## config.mk

```make
export PLATFORM = sky130hd
export DESIGN_NAME = aes_engine_sched
export DESIGN_NICKNAME = d
export VERILOG_FILES = /design/src/rtl/aes_engine_sched.sv
export SDC_FILE = /design/constraint.sdc
export NUM_CORES = 1
export LEC_CHECK = 0
export CELL_PAD_IN_SITES_DETAIL_PLACEMENT = 1
export CELL_PAD_IN_SITES_GLOBAL_PLACEMENT = 2
export CORE_ASPECT_RATIO = 0.75
export CORE_UTILIZATION = 32
export CTS_BUF_LIST = sky130_fd_sc_hd__clkbuf_8
export DETAILED_ROUTE_END_ITERATION = 12
export GPL_ROUTABILITY_DRIVEN = 0
export PLACE_DENSITY = 0.87
export SYNTH_ARGS = -nofsm -noshare
export SYNTH_HDL_FRONTEND = slang
export SYNTH_SLANG_ARGS = --single-unit
```

## constraint.sdc

```tcl
create_clock -name clk_i -period 4.85 [get_ports clk_i]
set_input_delay 1.2125 -clock clk_i [delete_from_list [all_inputs] [get_ports clk_i]]
set_output_delay 1.2125 -clock clk_i [all_outputs]
set_load 0.03 [all_outputs]
```

## src/rtl/aes_engine_sched.sv

```systemverilog
// aes_engine_sched: job sequencer for the AES HWPE engine (load, rounds, emit, done).
// Optional build macro AES_SCHED_PERF_EN adds saturating cycle/stall counters.
`default_nettype none

module aes_engine_sched #(
  parameter int CNT_W = 16,
  parameter int RND_W = 4
) (
  input  logic             clk_i,
  input  logic             rst_i,
  input  logic             start_i,
  input  logic             clear_i,
  input  logic [CNT_W-1:0] nb_blocks_i,
  input  logic [RND_W-1:0] nr_i,
  input  logic             in_valid_i,
  output logic             in_ready_o,
  output logic             eng_load_o,
  output logic             eng_round_en_o,
  output logic [RND_W-1:0] eng_round_o,
  output logic             eng_last_round_o,
  output logic             out_valid_o,
  input  logic             out_ready_i,
  output logic             busy_o,
  output logic             done_o,
  output logic             err_o,
  output logic [CNT_W-1:0] blk_cnt_o
`ifdef AES_SCHED_PERF_EN
  ,
  output logic [31:0]      cyc_cnt_o,
  output logic [31:0]      stall_cnt_o
`endif
);

  typedef enum logic [2:0] {
    S_IDLE  = 3'd0,
    S_LOAD  = 3'd1,
    S_ROUND = 3'd2,
    S_EMIT  = 3'd3,
    S_DONE  = 3'd4
  } state_t;

  state_t           state, state_nxt;
  logic [CNT_W-1:0] nb_q, blk_cnt_q, blk_cnt_inc;
  logic [RND_W-1:0] nr_q, round_q;
  logic             err_q;
  logic             nr_legal, start_acc, load_hs, emit_hs, last_round;

  assign nr_legal    = (nr_i == RND_W'(10)) || (nr_i == RND_W'(12)) || (nr_i == RND_W'(14));
  assign start_acc   = (state == S_IDLE) && start_i && !clear_i;
  assign load_hs     = (state == S_LOAD) && in_valid_i;
  assign emit_hs     = (state == S_EMIT) && out_ready_i;
  assign last_round  = (round_q == nr_q);
  assign blk_cnt_inc = blk_cnt_q + CNT_W'(1);
  assign blk_cnt_o   = blk_cnt_q;

  always_comb begin
    state_nxt        = state;
    in_ready_o       = 1'b0;
    eng_load_o       = 1'b0;
    eng_round_en_o   = 1'b0;
    eng_round_o      = '0;
    eng_last_round_o = 1'b0;
    out_valid_o      = 1'b0;
    done_o           = 1'b0;
    err_o            = 1'b0;
    busy_o           = (state != S_IDLE);
    case (state)
      S_IDLE: begin
        if (start_i) begin
          if (!nr_legal || (nb_blocks_i == '0)) state_nxt = S_DONE;
          else                                  state_nxt = S_LOAD;
        end
      end
      S_LOAD: begin
        in_ready_o = 1'b1;
        eng_load_o = in_valid_i;
        if (in_valid_i) state_nxt = S_ROUND;
      end
      S_ROUND: begin
        eng_round_en_o   = 1'b1;
        eng_round_o      = round_q;
        eng_last_round_o = last_round;
        if (last_round) state_nxt = S_EMIT;
      end
      S_EMIT: begin
        out_valid_o = 1'b1;
        if (out_ready_i) state_nxt = (blk_cnt_inc == nb_q) ? S_DONE : S_LOAD;
      end
      S_DONE: begin
        done_o    = 1'b1;
        err_o     = err_q;
        state_nxt = S_IDLE;
      end
      default: state_nxt = S_IDLE;
    endcase
    if (clear_i) state_nxt = S_IDLE;
  end

  always_ff @(posedge clk_i) begin
    if (rst_i) begin
      state     <= S_IDLE;
      nb_q      <= '0;
      nr_q      <= '0;
      round_q   <= '0;
      err_q     <= 1'b0;
      blk_cnt_q <= '0;
    end else begin
      state <= state_nxt;
      if (clear_i) begin
        round_q   <= '0;
        err_q     <= 1'b0;
        blk_cnt_q <= '0;
      end else begin
        if (start_acc) begin
          nb_q      <= nb_blocks_i;
          nr_q      <= nr_i;
          err_q     <= !nr_legal;
          blk_cnt_q <= '0;
        end
        if (load_hs) round_q <= RND_W'(1);
        else if ((state == S_ROUND) && !last_round) round_q <= round_q + RND_W'(1);
        if (emit_hs) blk_cnt_q <= blk_cnt_inc;
      end
    end
  end

`ifdef AES_SCHED_PERF_EN
  logic stall_now;
  assign stall_now = ((state == S_LOAD) && !in_valid_i) || ((state == S_EMIT) && !out_ready_i);

  // Counters freeze at all-ones rather than wrapping.
  always_ff @(posedge clk_i) begin
    if (rst_i || clear_i || start_acc) begin
      cyc_cnt_o   <= '0;
      stall_cnt_o <= '0;
    end else begin
      if (busy_o && (cyc_cnt_o != '1))      cyc_cnt_o   <= cyc_cnt_o + 32'd1;
      if (stall_now && (stall_cnt_o != '1)) stall_cnt_o <= stall_cnt_o + 32'd1;
    end
  end
`endif

endmodule

`default_nettype wire

```

==> out/qor.yml <==
overflow: 0
grt_first_pass_wirelength_um: 12100
synth_warnings: 0
arrival_ps: 2870
io_buffers: 53
finalHoldViolations: 0
start_util: 0.334
setup_tns_ps: 0
setup_slack_ps: 767
dr.pass1.iters: 4
synthesis.area_um2: 2480
dp_slack_ps: 764
cp_common_cell: "clkdlybuf4s50_1"
yosysSeqAreaShare: 0.355
postSynth.asyncResetShare: 0
drt_iter0_drc: 114
syn_to_final_growth_pct: 28.7
drc: 0
period_needed_ps: 4080
reg2reg_depth: 7
synth_seq_cells: 44
end_kind: "output port"
antennaDiodeCount: 0
crit_slowest_cell: "clkdlybuf4s50_1"
rsz0062_at_grt: "no"
drt-total-wl_um: 7230
yosysTopAreaCellShare: 0.355
setup_violations: 0
maxCapViolCount: 0
critPathMaxStageDelay_ps: 670
synth_area_leaders: "dfxtp_1, nand2_1, a21oi_1, xnor2_1, nor2_1"
num_vias: 2436
core_um2: 7430
htree_levels: 2
r2r_start: "blk_cnt_o[0]"
worstHoldStart: "nb_q[2]"
worstPathRequired_ps: 3640
grt_usage: 0.188
synthCells: 327
synth_flop_cell: "dfxtp_1"
hold_depth: 2
powerDensity_nw_per_um2: 225
clock.fmax_mhz: 245
layout.nets: 402
dieArea_um2: 8110
grt_max_degree: 23
via_per_inst: 5.12
n_fill_cell: 944
yosys.area.top_type: "dfxtp_1"
cts.repair.resized: 0
period_share: 0.842
ir_drop_mv: 0.0987
slew_headroom: 0.558
cts_tree: "yes"
antenna_found_initial: 0
status: "finished, final reports clean"
cts_hold_buf: 0
synth-edff-count: 0
reg2reg_slack_ps: 2290
holdPathEnd: "nb_q[2]"
hold_ws_ps: 477
chipHeight_um: 78.3
antenna_left: 0
worstMarginPinSlew_ps: 662
routedWlPerCell_um: 15.2
root_buffer: "clkbuf_8"
critical_path_class: "in -> out"
clk-insertion-delay-late_ps: 310
finClkSkew_ps: 8.19
syn-num-nets: 355
drive_gt1_frac: 0.0640
dp_hpwl_um: 5500
grt_pass1_vias: 2333
ys_types: 51
cts_setup_buffers: 0
cts_buffers: 5
die_x_um: 104
rr_endpoint: "state[0]"
cp_max_fo: 3
cts.clk_slew.worst_paths_ps: 90
cts_sinks: 44
worstSetupStartpointType: "input pin"
maxSlewViolCount: 0
p_leak_nw: 1.07
rows: 27
ioPinCount: 54
path_cells: "clkdlybuf4s50_1 > nand2_1 > or3_1 > inv_1 > clkdlybuf4s50_1"
syn_area_per_cell_um2: 7.59
clk_path_buf_depth: 2
hold_path.class: "reg -> reg"
-- metal layers --
layer / GRT usage / share of wire / vias up
li1: - / - / 1225
met1: 0.281 / 0.54 / 1153
met2: 0.279 / 0.41 / 52
met3: 0.0316 / 0.041 / 6
met4: 0.0429 / 0.0084 / 0
met5: 0 / 0 / -
-- cell usage after synthesis (all sizes together) (3+ instances only) --
cell type / n
nand2: 68
dfxtp: 44
a21oi: 39
nor2: 28
xnor2: 19
clkbuf: 14
o21ai: 12
nor3: 11
xor2: 9
or3: 8
and2: 7
nand3: 7
nand4: 6
nor4: 6
inv: 4
nand2b: 4
nor3b: 4
a211oi: 3
a31oi: 3
mux2i: 3
-- worst max-delay path, delay by kind of cell --
kind | cells | cell delay [ps]
simple gates | 2 | 440
buf+inv | 3 | 1220
-- area by class of cell --
cell class	count	area, um^2	area share
sequential	44	881	0.276
clock buffer	6	82.6	0.0259
clock inverter	2	15.0	0.00470
inverter	4	15.0	0.00470
multi-input combinational	263	1520	0.476
tap	101	126	0.0396
timing repair buffer	56	553	0.173
-- registers in the layout, summed over array words and instances, names as in the netlist --
signal / flops
nr_q: 4
round_q: 4
err_q: 1
state: 3
nb_q: 16
blk_cnt_o: 16
-- cells by family after synthesis --
family | synth area share
adders and majority gates | 0.0101
xor gates and xnor gates | 0.108
AOI/OAI and AO/OA | 0.153
and+or+nand+nor | 0.328
DFF | 0.355
buffers and inverters | 0.0323
muxes | 0.0136
-- through the flow --
| stage | instances | total power (W) | instance area, um^2 | utilization |
|---|---|---|---|---|
| after global placement | 468 | 0.000469 | 3100 | 0.416 |
| final | 476 | 0.000720 | 3190 | 0.430 |
| after global routing | 476 | 0.000752 | 3190 | 0.430 |
| after floorplan | 327 | 0.000430 | 2480 | - |
| after CTS | 476 | 0.000723 | 3190 | 0.430 |
| after detailed placement | 468 | 0.000471 | 3100 | 0.416 |
-- report_power, final --
| group | internal [W] | switching (W) | total [W] |
|---|---|---|---|
| logic | 0.0000412 | 0.0000418 | 0.0000831 |
| clock network | 0.000116 | 0.000143 | 0.000258 |
| registers | 0.000370 | 0.00000861 | 0.000379 |
| total | 0.000527 | 0.000193 | 0.000720 |
-- layout by cell type (no fill, tap or decap), drive strengths merged, types with 2 or more instances in the layout --
cell           Yosys  routed
nor2              28      28
o21ai             12      12
clkbuf            14       6
dfxtp             44      44
a211oi             3       3
nor3              11      11
xor2               9       9
clkdlybuf4s50      0      53
o31ai              2       2
nor4               6       6
or3                8       8
and4               2       2
a21oi             39      39
nand3b             2       2
or4                2       2
and3b              2       2
clkinvlp           0       2
and3               2       2
nand2             68      68
a31oi              3       3
nand4              6       6
and2               7       7
nor3b              4       4
xnor2             19      19
nand2b             4       4
ha                 2       2
mux2i              3       3
inv                4       4
buf                2       3
nand3              7       7
-- worst max-delay path by stage --
| stage | startpoint | to | slack [ps] | cells after the start |
|---|---|---|---|---|
| global route | in_valid_i | eng_load_o | 700 | 5 |
| CTS | in_valid_i | eng_load_o | 760 | 5 |
| floorplan | state[0] | eng_last_round_o | 1640 | 4 |
| finish | in_valid_i | eng_load_o | 770 | 5 |
| detailed placement | in_valid_i | eng_load_o | 760 | 5 |
| global placement | in_valid_i | eng_load_o | 800 | 5 |
Power figures use the tool's default switching activity.
